## config.mk

```make
export PLATFORM = sky130hd
export DESIGN_NAME = db_ram_burst_rd_flat
export DESIGN_NICKNAME = d
export VERILOG_FILES = /design/src/rtl/db_ram_burst_rd_if.sv /design/src/rtl/db_ram_burst_rd.sv /design/src/flat_wrapper.sv
export SDC_FILE = /design/constraint.sdc
export NUM_CORES = 1
export LEC_CHECK = 0
export CAP_MARGIN = 20
export CORE_AREA = 2 2 216 218
export CTS_CLUSTER_DIAMETER = 40
export DETAILED_ROUTE_END_ITERATION = 8
export DIE_AREA = 0 0 218 220
export GPL_TIMING_DRIVEN = 1
export PLACE_DENSITY = 0.64
export SYNTH_ARGS = -nofsm -noshare
export SYNTH_HDL_FRONTEND = slang
export SYNTH_SLANG_ARGS = --single-unit
export TNS_END_PERCENT = 10
```

## constraint.sdc

```tcl
create_clock -name clk -period 13.4 [get_ports clk]
set_input_delay 4.02 -clock clk [delete_from_list [all_inputs] [get_ports clk]]
set_output_delay 4.02 -clock clk [all_outputs]
set_load 0.01 [all_outputs]
```

## src/rtl/db_ram_burst_rd_if.sv

```systemverilog
// Shared bus bundle for the deblocking RAM burst reader: the single-port RAM
// pins plus the downstream valid/ready read stream.
interface db_ram_burst_rd_if #(
    parameter int Word_Width = 128,
    parameter int Addr_Width = 8
);
    logic                  cen_o;
    logic                  oen_o;
    logic                  wen_o;
    logic [Addr_Width-1:0] addr_o;
    logic [Word_Width-1:0] data_o;
    logic [Word_Width-1:0] ram_data_i;
    logic                  rd_valid_o;
    logic [Word_Width-1:0] rd_data_o;
    logic                  rd_ready_i;

    modport master (
        output cen_o, oen_o, wen_o, addr_o, data_o, rd_valid_o, rd_data_o,
        input  ram_data_i, rd_ready_i
    );

    modport slave (
        input  cen_o, oen_o, wen_o, addr_o, data_o, rd_valid_o, rd_data_o,
        output ram_data_i, rd_ready_i
    );
endinterface

```

## src/rtl/db_ram_burst_rd.sv

```systemverilog
// Burst read controller for the deblocking single-port RAM: streams a burst of
// words through a 2-entry FIFO while giving filter write-backs priority on the port.
module db_ram_burst_rd #(
    parameter int Word_Width = 128,
    parameter int Addr_Width = 8,
    parameter int Len_Width  = 9
) (
    input  logic                  clk,
    input  logic                  rst_n,
    input  logic                  start_i,
    input  logic [Addr_Width-1:0] base_addr_i,
    input  logic [Len_Width-1:0]  len_i,
    output logic                  busy_o,
    output logic                  done_o,
    input  logic                  wr_en_i,
    input  logic [Addr_Width-1:0] wr_addr_i,
    input  logic [Word_Width-1:0] wr_data_i,
    db_ram_burst_rd_if.master     bus
);

    typedef enum logic [1:0] {
        ST_IDLE  = 2'd0,
        ST_READ  = 2'd1,
        ST_DRAIN = 2'd2
    } state_t;

    state_t                state_r;
    state_t                state_s;
    logic [Addr_Width-1:0] rd_addr_r;
    logic [Len_Width-1:0]  remain_r;
    logic                  inflight_r;
    logic [Word_Width-1:0] fifo_mem_r [2];
    logic                  wptr_r;
    logic                  rptr_r;
    logic [1:0]            fifo_cnt_r;
    logic                  busy_r;
    logic                  done_r;
    logic                  oen_r;

    logic                  pop_s;
    logic                  push_s;
    logic                  credit_s;
    logic                  issue_s;
    logic                  launch_s;
    logic                  busy_s;
    logic                  done_s;

    assign pop_s  = bus.rd_valid_o & bus.rd_ready_i;
    assign push_s = inflight_r;
    // The in-flight word already owns a FIFO slot, so it is counted as occupancy.
    assign credit_s = (({1'b0, fifo_cnt_r} + {2'b00, inflight_r}) - {2'b00, pop_s}) < 3'd2;

    // Next-state logic and per-cycle FSM decisions.
    always_comb begin
        state_s  = state_r;
        issue_s  = 1'b0;
        launch_s = 1'b0;
        busy_s   = busy_r;
        done_s   = 1'b0;
        case (state_r)
            ST_IDLE: begin
                if (start_i) begin
                    if (len_i != {Len_Width{1'b0}}) begin
                        state_s  = ST_READ;
                        launch_s = 1'b1;
                        busy_s   = 1'b1;
                    end else begin
                        done_s = 1'b1;
                    end
                end else begin
                    state_s = ST_IDLE;
                end
            end
            ST_READ: begin
                if ((remain_r != {Len_Width{1'b0}}) && !wr_en_i && credit_s) begin
                    issue_s = 1'b1;
                    if (remain_r == Len_Width'(1)) begin
                        state_s = ST_DRAIN;
                    end else begin
                        state_s = ST_READ;
                    end
                end else begin
                    issue_s = 1'b0;
                end
            end
            ST_DRAIN: begin
                if (!inflight_r && ((fifo_cnt_r == 2'd0) || ((fifo_cnt_r == 2'd1) && pop_s))) begin
                    state_s = ST_IDLE;
                    busy_s  = 1'b0;
                    done_s  = 1'b1;
                end else begin
                    state_s = ST_DRAIN;
                end
            end
            default: begin
                state_s = ST_IDLE;
                busy_s  = 1'b0;
            end
        endcase
    end

    // FSM state and status output registers.
    always_ff @(posedge clk) begin
        if (!rst_n) begin
            state_r <= ST_IDLE;
            busy_r  <= 1'b0;
            done_r  <= 1'b0;
        end else begin
            state_r <= state_s;
            busy_r  <= busy_s;
            done_r  <= done_s;
        end
    end

    // Read pointer/count, in-flight tracking and the 2-entry output FIFO.
    always_ff @(posedge clk) begin
        if (!rst_n) begin
            rd_addr_r  <= {Addr_Width{1'b0}};
            remain_r   <= {Len_Width{1'b0}};
            inflight_r <= 1'b0;
            wptr_r     <= 1'b0;
            rptr_r     <= 1'b0;
            fifo_cnt_r <= 2'd0;
            oen_r      <= 1'b1;
        end else begin
            oen_r      <= 1'b0;
            inflight_r <= issue_s;
            if (launch_s) begin
                rd_addr_r <= base_addr_i;
                remain_r  <= len_i;
            end else if (issue_s) begin
                rd_addr_r <= rd_addr_r + Addr_Width'(1);
                remain_r  <= remain_r - Len_Width'(1);
            end
            if (push_s) begin
                fifo_mem_r[wptr_r] <= bus.ram_data_i;
                wptr_r             <= ~wptr_r;
            end
            if (pop_s) begin
                rptr_r <= ~rptr_r;
            end
            fifo_cnt_r <= (fifo_cnt_r + {1'b0, push_s}) - {1'b0, pop_s};
        end
    end

    // RAM port arbitration: a write-back always wins the slot over a burst read.
    always_comb begin
        bus.cen_o  = 1'b1;
        bus.wen_o  = 1'b1;
        bus.addr_o = rd_addr_r;
        if (wr_en_i) begin
            bus.cen_o  = 1'b0;
            bus.wen_o  = 1'b0;
            bus.addr_o = wr_addr_i;
        end else if (issue_s) begin
            bus.cen_o  = 1'b0;
            bus.wen_o  = 1'b1;
            bus.addr_o = rd_addr_r;
        end else begin
            bus.cen_o  = 1'b1;
            bus.wen_o  = 1'b1;
            bus.addr_o = rd_addr_r;
        end
    end

    assign bus.data_o     = wr_data_i;
    assign bus.oen_o      = oen_r;
    assign bus.rd_valid_o = (fifo_cnt_r != 2'd0);
    assign bus.rd_data_o  = fifo_mem_r[rptr_r];
    assign busy_o         = busy_r;
    assign done_o         = done_r;

endmodule
```

## src/flat_wrapper.sv

```systemverilog
// flat-port wrapper written by rule: the top's interface ports become plain ports
module db_ram_burst_rd_flat 
#(
    parameter int Word_Width = 128,
    parameter int Addr_Width = 8,
    parameter int Len_Width  = 9
)
  (clk, rst_n, start_i, base_addr_i, len_i, busy_o, done_o, wr_en_i, wr_addr_i, wr_data_i, bus_cen_o, bus_oen_o, bus_wen_o, bus_addr_o, bus_data_o, bus_rd_valid_o, bus_rd_data_o, bus_ram_data_i, bus_rd_ready_i);
  db_ram_burst_rd_if #(.Word_Width(Word_Width), .Addr_Width(Addr_Width)) bus_i ();
  input  logic clk;
  input  logic rst_n;
  input  logic start_i;
  input  logic [Addr_Width-1:0] base_addr_i;
  input  logic [Len_Width-1:0] len_i;
  output logic busy_o;
  output logic done_o;
  input  logic wr_en_i;
  input  logic [Addr_Width-1:0] wr_addr_i;
  input  logic [Word_Width-1:0] wr_data_i;
  output wire logic [$bits(bus_i.cen_o)-1:0] bus_cen_o;
  output wire logic [$bits(bus_i.oen_o)-1:0] bus_oen_o;
  output wire logic [$bits(bus_i.wen_o)-1:0] bus_wen_o;
  output wire logic [$bits(bus_i.addr_o)-1:0] bus_addr_o;
  output wire logic [$bits(bus_i.data_o)-1:0] bus_data_o;
  output wire logic [$bits(bus_i.rd_valid_o)-1:0] bus_rd_valid_o;
  output wire logic [$bits(bus_i.rd_data_o)-1:0] bus_rd_data_o;
  input wire logic [$bits(bus_i.ram_data_i)-1:0] bus_ram_data_i;
  input wire logic [$bits(bus_i.rd_ready_i)-1:0] bus_rd_ready_i;
  assign bus_cen_o = bus_i.cen_o;
  assign bus_oen_o = bus_i.oen_o;
  assign bus_wen_o = bus_i.wen_o;
  assign bus_addr_o = bus_i.addr_o;
  assign bus_data_o = bus_i.data_o;
  assign bus_rd_valid_o = bus_i.rd_valid_o;
  assign bus_rd_data_o = bus_i.rd_data_o;
  assign bus_i.ram_data_i = bus_ram_data_i;
  assign bus_i.rd_ready_i = bus_rd_ready_i;
  db_ram_burst_rd #(.Word_Width(Word_Width), .Addr_Width(Addr_Width), .Len_Width(Len_Width)) u_core (.clk(clk), .rst_n(rst_n), .start_i(start_i), .base_addr_i(base_addr_i), .len_i(len_i), .busy_o(busy_o), .done_o(done_o), .wr_en_i(wr_en_i), .wr_addr_i(wr_addr_i), .wr_data_i(wr_data_i), .bus(bus_i));
endmodule
```

# == Yosys cells after proc, flatten, opt, wreduce, memory -nomap -nowiden ==
# Memories as Yosys holds them, arrays and structs flattened. A register that Yosys moved wholly into a read port is not among the register bits.
# Cells that the tools add are included.
# totals
n_memories,1
input_bits,286
reg_bits,27
elab_cells,79
mem_bits_rw,256
output_inout_bits,270
# memory_table
name,depth,width,rd,rd_clocked_by_memory_dff,wr,line_no,rtl
u_core.fifo_mem_r,2,128,1,1,1,db_ram_burst_rd.sv:32,logic [Word_Width-1:0] fifo_mem_r [2];
# op_classes
mux,33
add_sub_neg,6
n_eq_ne,9
n_reduce_logical,15
magnitude_cmp,1
n_bitwise,4
# op_table
op,n
8-bit two-way mux,3
1-bit two-way mux,20
9-bit two-way mux,2
9-bit nonzero test,2
2-bit two-way mux,5
9-bit by 1-bit == test with 1-bit output (second input constant),1
9-bit by 1-bit subtractor with 9-bit output (second input constant),1
8-bit by 1-bit adder with 8-bit output (second input constant),1
2-bit by 1-bit inequality test with 1-bit output (second input constant),3
2-bit one-hot mux with 3 select lines,1
2-bit by 1-bit == test with 1-bit output (second input constant),2
1-bit logical AND,4
2-bit logical NOT,2
4-bit AND reduction,1
2-bit nonzero test,2
2-bit by 1-bit adder with 3-bit output,1
3-bit by 2-bit less-than comparator with 1-bit output (second input constant),1
3-bit by 2-bit inequality test with 1-bit output (second input constant),1
1-bit inverter,3
1-bit one-hot mux with 3 select lines,1
3-bit by 1-bit subtractor with 3-bit output,1
2-bit by 1-bit adder with 2-bit output,1
2-bit == test (second input constant),1
1-bit logical NOT,2
other kinds (6),6

# == Longest topological paths before layout ==
# Gate-level depths: netlist of run 1.
# depth
depth_word,9
ltp_mapped,13
depth_no_buf,11

# == Least setup slack after synthesis of run 1 ==
# No wires, ideal clock.
# synth_timing
path_type,in2reg
startpoint,in rst_n
endpoint,mem u_core.fifo_mem_r[0][0] (enable)
setup_time_ns,0.772
t_arrival_ns,13.176
setup_slack_ns,-0.549
path_stages,4
required_time_ns,12.628
n_path_buf,2
cell_sequence,clkbuf_1 > inv_1 > buf_1 > nor3_1
# synth_between
elab_chain_len,2
# synth_lines
item,line_no,rtl
"start, declared",flat_wrapper.sv:11,input logic rst_n;
1-bit two-way mux,db_ram_burst_rd.sv:117,if (!rst_n) begin
1-bit two-way mux (implied by the code),db_ram_burst_rd.sv:136,fifo_mem_r[wptr_r] <= bus.ram_data_i;
"end, declared",db_ram_burst_rd.sv:32,
# Every way passes these cells.

# == Worst setup path after layout of run 1 ==
# layout_timing
startpoint,in bus_rd_ready_i
endpoint,out bus_cen_o
# layout_between
elab_chain_len,8
# layout_lines
item,line_no,rtl
"start, declared",flat_wrapper.sv:28,input wire logic [$bits(bus_i.rd_ready_i)-1:0] bus_rd_ready_i;
1-bit bitwise AND,db_ram_burst_rd.sv:48,assign pop_s = bus.rd_valid_o & bus.rd_ready_i;
via u_core.pop_s,db_ram_burst_rd.sv:40,logic pop_s;
3-bit by 1-bit subtractor with 3-bit output,db_ram_burst_rd.sv:51,"assign credit_s = (({1'b0, fifo_cnt_r} + {2'b00, inflight_r}) - {2'b00, pop_s}) < 3'd2;"
3-bit by 2-bit less-than comparator with 1-bit output,db_ram_burst_rd.sv:51,
1-bit logical AND,db_ram_burst_rd.sv:75,if ((remain_r != {Len_Width{1'b0}}) && !wr_en_i && credit_s) begin
1-bit two-way mux,db_ram_burst_rd.sv:75,
1-bit two-way mux,db_ram_burst_rd.sv:60,case (state_r)
1-bit two-way mux,db_ram_burst_rd.sv:155,end else if (issue_s) begin
1-bit two-way mux,db_ram_burst_rd.sv:151,if (wr_en_i) begin
"end, declared",flat_wrapper.sv:20,output wire logic [$bits(bus_i.cen_o)-1:0] bus_cen_o;
# The timed path passes the listed nets, and every way through them passes these cells.

==> results of run 1 <==
-- Yosys cell counts, drive strengths merged, types with 3 or more instances --
cell type	number	area share
clkbuf	19	0.0061
inv	15	0.0048
buf	133	0.084
ha	5	0.0053
xnor2	3	0.0022
o21ai	20	0.0088
edfxtp	256	0.65
nand4	4	0.0021
and3	6	0.0033
o221ai	5	0.0037
nand3	5	0.0021
a31oi	3	0.0016
a211oi	4	0.0026
dfxtp	28	0.048
nand2	16	0.0051
a21oi	13	0.0055
nor2	21	0.0069
nor3	6	0.0026
and2	5	0.0027
or2	4	0.0021
mux2	132	0.13
-- flip-flops by register name, summed over array words and instances, names as in the netlist, named ones only --
register and flops:
u_core.busy_o 1, u_core.bus.oen_o 1, u_core.done_o 1, u_core.inflight_r 1, u_core.rptr_r 1, u_core.wptr_r 1
u_core.rd_addr_r 8, u_core.fifo_mem_r 256, u_core.remain_r 9, u_core.fifo_cnt_r 2, u_core.state_r 2
-- through the flow --
stage,hold slack [ns],setup slack [ns],cell area (µm²),total power [µW]
detailed placement,0.483,2.28,14500,1440
floorplan,0.454,3.38,11800,1260
CTS,0.491,2.28,16000,2630
global route,0.523,2.06,16100,2690
finish,0.489,2.25,16100,2590
global placement,0.477,2.31,14500,1440
-- layout by cell type, fill, tap and decap left out, types with 4 or more instances in the layout --
cell type and instances:
nor2_1 20, and3_1 4, dfxtp_1 27, bufinv_16 7, nor3_1 5, o21ai_0 19
clkinv_4 5, a211oi_1 4, buf_4 7, and2_1 5, clkdlybuf4s50_1 299, clkbuf_1 4
mux2_2 132, edfxtp_1 256, a21oi_1 13, nand3_1 5, inv_1 15, ha_1 5
nand4_1 4, o221ai_1 5, inv_6 8, clkbuf_16 44, nand2_1 16, clkinv_2 4
-- logic make-up after synthesis --
group / synth area share
flops: 0.702
fa+ha+maj: 0.00702
xor+xnor: 0.00373
buf+inv: 0.0950
simple gates: 0.0344
compound gates: 0.0310
mux: 0.127
-- power by group through the flow --
stage | Clock, µW | Combinational, µW | Sequential (µW)
after floorplan | 0 | 244 | 1020
after global placement | 0 | 413 | 1030
after detailed placement | 0 | 415 | 1030
after CTS | 1200 | 419 | 1010
after global routing | 1240 | 440 | 1010
final | 1170 | 411 | 1010
-- metal layers --
layer | up-vias | GRT usage
met5 | - | 0.00521
met4 | 2 | 0.0560
met3 | 87 | 0.0616
met2 | 367 | 0.181
met1 | 3240 | 0.114
li1 | 3009 | -
-- worst paths after layout --
path | startpoint | to | slack [ns] | depth (start not counted)
setup / recovery | bus_rd_ready_i | bus_cen_o | 2.25 | 11
hold reg to reg | u_core.remain_r[8]$_SDFFE_PN0P_ | u_core.remain_r[8]$_SDFFE_PN0P_ | 0.49 | 2
hold / removal | u_core.remain_r[8]$_SDFFE_PN0P_ | u_core.remain_r[8]$_SDFFE_PN0P_ | 0.49 | 2
setup reg to reg | u_core.fifo_cnt_r[1]$_SDFF_PN0_ | u_core.remain_r[3]$_SDFFE_PN0P_ | 9.82 | 11
-- cell type report --
| cell class | count | share of cell area |
|---|---|---|
| clock inverters | 31 | 0.0248 |
| flip-flops and latches | 284 | 0.514 |
| well taps | 607 | 0.0473 |
| inverters | 15 | 0.00351 |
| repair buffers | 306 | 0.190 |
| diodes | 1 | 0.000156 |
| multi-input cells | 278 | 0.150 |
| clock buffers | 49 | 0.0704 |
-- critical path: cells and delay by family --
kind | cells | cell delay (ns)
fa+ha+maj | 3 | 0.84
buf+inv | 3 | 0.95
simple gates | 4 | 1.08
xor+xnor | 1 | 0.24
==> reports/results.ini, run 1 <==
[detailed_routing]
ant_nets=0
met3_length_mm=3.39
wl_met2_mm=13.2
drt_iter0_drc=329
vias_per_cell=4.27
maxUsedRoutingLayer=met5
wl_per_cell_um=17.8
routed_wl_mm=27.9
drcViolationCount=0
met1_length_mm=10.2
vias=6705
dr.pass1.iters=4

[sta]
setup_viol_count_final=0
skew_ns=0.0192
tightest_slew_ns=1.03
grt_setup_unrepaired=no
post-route-min-period_ns=11.15
drv_slew=0
finalSetupTns_ns=0
fmax_mhz=89.7
fin_crit_sh=0.832
hold_viol_final=0
slew_headroom=0.312

[critical_path]
cpMaxStageDelayCell=nor2_1
max_stage_delay_ns=0.55
critical_path_required_ns=9.38
path_cells=clkdlybuf4s50_1 -> and2_1 -> ha_1 -> inv_1 -> ha_1 -> fa_1 -> xor2_1 -> nand3_1 -> nor2_1 -> nor2_1 -> clkdlybuf4s50_1
path_max_fanout=9
cp-start-kind=input port
cp.arrival_ns=7.13
crit_path_end_kind=output port
path_class=input port to output port

[yosys]
synth_edf_count=256
async_flop_share=0
ys_warn_count=0
ys_ff_latch=284
synthCells=729
ys_dominant_reg_cell=edfxtp_1
yosys.cell_types.count=51
synthesis.nets=1021
syn_area_per_cell_um2=16.1
synth_area_mm2=0.0118
seq_area_frac_synth=0.702

[cts]
ctsResizeCount=0
cts_root_buf=clkbuf_16
cts_tree=built
post_cts_buffers=0
cts_made_buffers=43
htree_levels=2
clk_pin_slew_ns=0.05
clock_sink_count=284
cts_hold_buf=0
clk_latency_ns=0.54
clockBufferDepth=3

[power_and_ir_drop]
internal-power_uw=1980
leakage_uw=0.00532
seqPwrFrac=0.390
p_clk_frac=0.451
p_sw_frac=0.235
peakVddDrop_mv=0.0781
cellPowerDensity_mw_per_mm2=161
power.switching_uw=608
p_comb_frac=0.159

[global_route]
grt_pass1_vias=6979
grt_max_degree=72
antenna_found_initial=1
track_usage=0.111
grt_pass1_wl_mm=40.7
overflow=0

[die]
core_area_mm2=0.0459
num_rows=79
die_h_um=220
die_area_mm2=0.0480
initial_core_util=0.256
die_w_um=218
ios=556

[cells_and_area]
drive_above_1_share=0.234
multi_input_area_mm2=0.00241
syn2layout_area_growth_pct=36.5
regArea_mm2=0.00825
fin_cells=1571
num-nets-final=1220
fin_util=0.350
fillCellCount=4401

[placement]
dpl.hpwl_mm=19.1
gp_congestion=0.797
place_inst=1490
portBuffers=299

[job]
maxCapViolCount=0

[outcome]
outcome=finished, final reports clean

[hold_path]
holdCritPathClass=register to register

(Power assumes the default switching activity.)
==> run 2: changes to the inputs <==
clock period = 9.17 ns   (was 13.4 ns; I/O delays follow)
==> run 2 against run 1 <==
Compared with the run above:
- combinational power is 44% higher
- first-iteration DRC count is 20% higher
- die area stayed put
- setup slack worse by 1.4 ns
- sequential power is 47% higher
- clock power is 46% higher
- highest routed layer unchanged
- clock skew is 0.0027 ns higher
- clock-buffer cell count is 1 higher
- largest power group unchanged
- critical path depth stayed put
- total power is 47% higher
==> reports/results.ini, run 2 (same netlist as run 1, synthesis figures left out) <==
[power_and_ir_drop]
total_power_uw=3790  ; +47%
cellPowerDensity_mw_per_mm2=235  ; +46%
internal-power_uw=2880  ; +46%
p_comb_frac=0.156  ; -0.003
seqPwrFrac=0.391  ; about the same
p_clk_frac=0.452  ; about the same
leakage_uw=0.00534  ; +0.32%
peakVddDrop_mv=0.119  ; +52%
power.switching_uw=905  ; +49%
p_sw_frac=0.239  ; +0.00367

[critical_path]
startpoint=bus_rd_ready_i
crit_path_end_kind=output port
critical_path_required_ns=6.42  ; -2.96 ns
regToRegSetupSlack_ns=5.56  ; -4.26 ns
cp.arrival_ns=5.53  ; -1.60 ns
r2r_cells=11  ; unchanged
cp-start-kind=input port
worstReg2RegStart=u_core.fifo_cnt_r[1]$_SDFF_PN0_
reg2reg_to=u_core.remain_r[3]$_SDFFE_PN0P_
path_max_fanout=7  ; -2
path_class=input port to output port

[global_route]
grt_pass1_wl_mm=40.2  ; -1.3%
overflow=0  ; unchanged
grt_max_degree=90  ; +25%
track_usage=0.110  ; -0.000907
grt_pass1_vias=6799  ; -2.6%
antenna_found_initial=0  ; -1

[sta]
post-route-min-period_ns=8.28
fin_crit_sh=0.903
fmax_mhz=121
drv_slew=0  ; unchanged
setup_viol_count_final=0  ; unchanged
skew_ns=0.0219  ; +0.00271 ns
grt_setup_unrepaired=no
slew_headroom=0.405  ; +0.0929
tightest_slew_ns=0.893  ; -0.139 ns
hold_viol_final=0  ; unchanged
finalSetupTns_ns=0  ; unchanged

[hold_path]
hold_depth=2  ; unchanged
worstHoldStart=u_core.remain_r[5]$_SDFFE_PN0P_
holdCritPathClass=register to register
holdPathEnd=u_core.remain_r[5]$_SDFFE_PN0P_

[cells_and_area]
fin_util=0.351  ; +0.00106
diodes=0  ; -1
fin_cells=1576  ; +0.32%
layout_common_cells=clkdlybuf4s50_1 (299), edfxtp_1 (256), mux2_2 (132), clkbuf_16 (47), dfxtp_1 (27)
num-nets-final=1225  ; +0.41%
drive_above_1_share=0.235  ; +0.00165
layout_commonest_cell=clkdlybuf4s50_1
top_register=u_core.fifo_mem_r
fillCellCount=4359  ; -0.95%
biggestRegsByFlops=u_core.fifo_mem_r: 256 flops, u_core.remain_r: 9 flops, u_core.rd_addr_r: 8 flops
syn2layout_area_growth_pct=36.9
final_area_mm2=0.0161  ; +0.30%
largest_reg_flops=256  ; unchanged

[cts]
cts_tree=built
clock_sink_count=284  ; unchanged
cts_hold_buf=0  ; unchanged
clk_pin_slew_ns=0.05  ; about the same
clockBufferDepth=3  ; unchanged
cts_root_buf=clkbuf_16
post_cts_buffers=0  ; unchanged
cts_made_buffers=46  ; +7.0%
clk_latency_ns=0.56  ; +0.02 ns
htree_levels=2  ; unchanged
ctsResizeCount=0  ; unchanged

[die]
initial_core_util=0.256  ; unchanged
num_rows=79  ; unchanged
ios=556  ; unchanged
die_h_um=220  ; unchanged
core_area_mm2=0.0459  ; unchanged
die_area_mm2=0.0480  ; unchanged
die_w_um=218  ; unchanged

[outcome]
outcome=finished, final reports clean

[placement]
gp_congestion=0.821  ; +3.0%
dpl.hpwl_mm=19.0  ; -0.42%
portBuffers=299  ; unchanged
placed_area_mm2=0.0145  ; +0.19%
place_inst=1492  ; +0.13%

[detailed_routing]
vias_per_cell=4.27  ; about the same
ant_nets=0  ; unchanged
vias=6732  ; +0.40%
routed_wl_mm=28.1  ; +0.54%
drt_iter0_drc=394  ; +20%
drcViolationCount=0  ; unchanged
wl_per_cell_um=17.8  ; +0.22%
dr.pass1.iters=5  ; +1

[job]
maxCapViolCount=0  ; unchanged

-- run 2: changes by cell type in the layout (fill, tap and decap cells not counted), sizes merged --
cell,previous run,this run
buf,7,9
clkbuf,49,50
diode,1,0
clkinv,13,12
inv,24,27
clkinvlp,2,5
bufinv,7,5
-- run 2: cell type report --
class	instances	area, µm²	area share
Clock inverter	34	364	0.0226
Timing Repair Buffer	308	3070	0.191
Multi-Input combinational cell	278	2410	0.150
Sequential cell	284	8250	0.513
Clock buffer	50	1190	0.0738
Tap cell	607	759	0.0472
Inverter	15	56.3	0.00350
-- run 2: how the worst max path moves through the flow --
stage | endpoint | depth (start not counted) | slack, ns
final | bus_cen_o | 11 | 0.89
after global routing | bus_cen_o | 11 | 0.69
after CTS | bus_cen_o | 11 | 0.91
after detailed placement | bus_cen_o | 11 | 0.92
after global placement | bus_cen_o | 11 | 1.00
after floorplan | u_core.fifo_mem_r[0][0]$_DFFE_PP_ | 4 | 0.42
-- run 2: worst max-delay path: stages --
cell             delay (ns)
clkdlybuf4s50_1        0.42
and2_1                 0.17
ha_1                   0.27
inv_1                  0.04
ha_1                   0.18
fa_1                   0.38
xor2_1                 0.25
nand3_1                0.28
nor2_1                 0.24
nor2_1                 0.06
clkdlybuf4s50_1        0.48
-- run 2: routing by layer --
layer  share of wire  up-vias  global-route usage
li1                -     3022                   -
met1            0.37     3245               0.116
met2            0.47      373               0.179
met3            0.12       90              0.0599
met4           0.036        2              0.0503
met5          0.0011        -             0.00521
-- run 2: power groups by stage --
stage | clock network, µW | logic, µW | registers (µW)
floorplan | 0 | 357 | 1490
global placement | 0 | 594 | 1510
detailed placement | 0 | 597 | 1510
CTS | 1760 | 602 | 1480
global route | 1820 | 634 | 1490
finish | 1710 | 593 | 1480
-- run 2: through the flow --
step	setup slack, ns	hold slack (ns)
floorplan	0.417	0.454
global placement	1.00	0.480
detailed placement	0.916	0.481
CTS	0.905	0.504
global route	0.686	0.533
finish	0.893	0.509
==> run 3: changes to the inputs <==
CELL_PAD_IN_SITES_DETAIL_PLACEMENT = 0   (was default)
CELL_PAD_IN_SITES_GLOBAL_PLACEMENT = 1   (was default)
CORE_AREA = 2 2 217 219   (was 2 2 216 218)
DIE_AREA = 0 0 219 221   (was 0 0 218 220)
PLACE_DENSITY = 0.76   (was 0.64)
SETUP_SLACK_MARGIN = 0.4   (was default)
==> run 3 against run 2 <==
Compared with the run above:
- first-iteration DRC count grew 17%
- setup slack lost 0.094 ns
- critical endpoint unchanged
- fmax shrank 1.1%
- clock-buffer cell count shrank 1
- critical path type unchanged
- wire length grew 0.52%
- via count shrank 0.68%
==> reports/results.ini, run 3 (same netlist as run 1, synthesis figures left out) <==
[outcome]
outcome=finished, final reports clean

[hold_path]
holdCritPathClass=register to register
worstHoldStart=u_core.busy_o$_SDFFE_PN0P_

[sta]
fin_crit_sh=0.913  ; +0.0103
post-route-min-period_ns=8.37  ; +0.0941 ns
skew_ns=0.0147  ; -0.00722 ns
whs_ns=0.499  ; -0.0102 ns
slew_headroom=0.373  ; -0.0318
fmax_mhz=119  ; -1.1%
finalSetupTns_ns=0  ; unchanged
setup_viol_count_final=0  ; unchanged
tightest_slew_ns=0.941  ; +0.0478 ns
drv_slew=0  ; unchanged
hold_viol_final=0  ; unchanged
grt_setup_unrepaired=no

[cts]
clockBufferDepth=3  ; unchanged
htree_levels=2  ; unchanged
cts_hold_buf=0  ; unchanged
cts_tree=built
clk_pin_slew_ns=0.05  ; about the same
cts_made_buffers=43  ; -6.5%
clk_latency_ns=0.54  ; -0.02 ns
ctsResizeCount=0  ; unchanged
clock_sink_count=284  ; unchanged
cts_root_buf=clkbuf_16
post_cts_buffers=0  ; unchanged

[job]
maxCapViolCount=0  ; unchanged

[placement]
portBuffers=299  ; unchanged
dpl.hpwl_mm=19.2  ; +1.1%
gp_congestion=0.746  ; -9.2%

[detailed_routing]
vias=6686  ; -0.68%
routed_wl_mm=28.2  ; +0.52%
dr.pass1.iters=4  ; -1
drcViolationCount=0  ; unchanged
ant_nets=0  ; unchanged
drt_iter0_drc=460  ; +17%
wl_per_cell_um=18.0  ; +0.84%
vias_per_cell=4.26  ; -0.37%

[critical_path]
max_stage_delay_ns=0.50  ; +0.02 ns
path_cells=clkdlybuf4s50_1 -> and2_1 -> ha_1 -> inv_1 -> ha_1 -> fa_1 -> nor2_1 -> nand3_1 -> nor2_1 -> buf_4 -> nor2_1 -> clkdlybuf4s50_1
cp.arrival_ns=5.62  ; +0.09 ns
path_max_fanout=9  ; +2
startpoint=bus_rd_ready_i
critical_path_required_ns=6.42  ; about the same
cp-start-kind=input port
crit_buf_inv=4  ; +1
cpMostUsedCell=nor2_1
path_class=input port to output port
crit_path_end_kind=output port
worstReg2RegStart=u_core.fifo_cnt_r[1]$_SDFF_PN0_
cp_top_family=buffers and inverters
cpMaxStageDelayCell=clkdlybuf4s50_1

[die]
core_area_mm2=0.0461  ; +0.43%
die_w_um=219  ; +0.46%
num_rows=79  ; unchanged
die_h_um=221  ; +0.45%
die_area_mm2=0.0484  ; +0.92%
ios=556  ; unchanged
initial_core_util=0.255  ; -0.00110

[cells_and_area]
layout_commonest_cell=clkdlybuf4s50_1
diodes=0  ; unchanged
biggestRegsByFlops=u_core.fifo_mem_r: 256 flops, u_core.remain_r: 9 flops, u_core.rd_addr_r: 8 flops
fin_util=0.347  ; -0.00376
syn2layout_area_growth_pct=36.1
top_register=u_core.fifo_mem_r
layout_common_cells=clkdlybuf4s50_1 (299), edfxtp_1 (256), mux2_2 (132), clkbuf_16 (44), dfxtp_1 (27)
largest_reg_flops=256  ; unchanged
drive_above_1_share=0.230  ; -0.00500
num-nets-final=1221  ; -0.33%

[global_route]
grt_max_degree=68  ; -24%
overflow=0  ; unchanged
antenna_found_initial=0  ; unchanged
grt_pass1_vias=6956  ; +2.3%
track_usage=0.111  ; +0.00107
grt_pass1_wl_mm=41.1  ; +2.3%

[power_and_ir_drop]
leakage_uw=0.00528  ; -1.0%
peakVddDrop_mv=0.130  ; +9.0%
cellPowerDensity_mw_per_mm2=232  ; -1.4%

run 3: cell count changes in the layout (fill, tap and decap cells not counted):
| cell | previous run | this run |
|---|---|---|
| buf_12 | 1 | 0 |
| clkbuf_16 | 47 | 44 |
| inv_6 | 9 | 3 |
| clkinv_4 | 1 | 4 |
| clkinv_1 | 7 | 6 |
| inv_8 | 2 | 4 |
| inv_16 | 1 | 0 |
| clkbuf_1 | 3 | 5 |
| clkinv_2 | 4 | 3 |
| clkinv_8 | 0 | 1 |
run 3: report_power, final:
| group | internal (µW) | leakage [µW] | switching (µW) |
|---|---|---|---|
| combinational | 346 | 0.00205 | 238 |
| sequential | 1450 | 0.00254 | 42.4 |
| clock | 1030 | 0.000702 | 606 |
run 3: worst paths after layout:
kind,depth (start not counted),slack (ns),end
worst min-delay path,2,0.50,u_core.busy_o$_SDFFE_PN0P_
worst min register to register,2,0.50,u_core.busy_o$_SDFFE_PN0P_
worst max-delay path,12,0.80,bus_cen_o
worst max register to register,11,5.56,u_core.remain_r[3]$_SDFFE_PN0P_
run 3: routing by layer:
metal | vias to the layer above | wire (µm) | global-route usage
met5 | - | 39 | 0.00808
met4 | 2 | 753 | 0.0399
met3 | 77 | 3130 | 0.0531
met2 | 363 | 12800 | 0.174
met1 | 3240 | 11500 | 0.131
li1 | 3004 | - | -
run 3: cell type report:
cell class / instances / area (µm²)
timing repair buffer: 307 / 3050
inverter: 15 / 56.3
multi-input combinational: 278 / 2410
sequential: 284 / 8250
fill: 4447 / 30100
clock buffer: 49 / 1120
tap: 607 / 759
clock inverter: 31 / 348
run 3: stage by stage:
step | std cells | cell area [µm²] | worst slack [ns] | total power, µW
6_report | 1571 | 16000 | 0.798 | 3710
5_1_grt | 1571 | 16000 | 0.569 | 3860
4_1_cts | 1571 | 16000 | 0.793 | 3770
3_5_place_dp | 1491 | 14500 | 0.814 | 2110
3_3_place_gp | 1491 | 14500 | 0.847 | 2100
2_1_floorplan | 729 | 11800 | 0.417 | 1850
run 3: worst reg2reg max path: cells and delay by family, from the launching register on:
family / cells / cell delay [ns]
AOI/OAI and AO/OA: 1 / 0.27
adders and majority gates: 3 / 0.93
buffers and inverters: 1 / 0.04
DFF: 1 / 0.34
and+or+nand+nor: 6 / 1.91
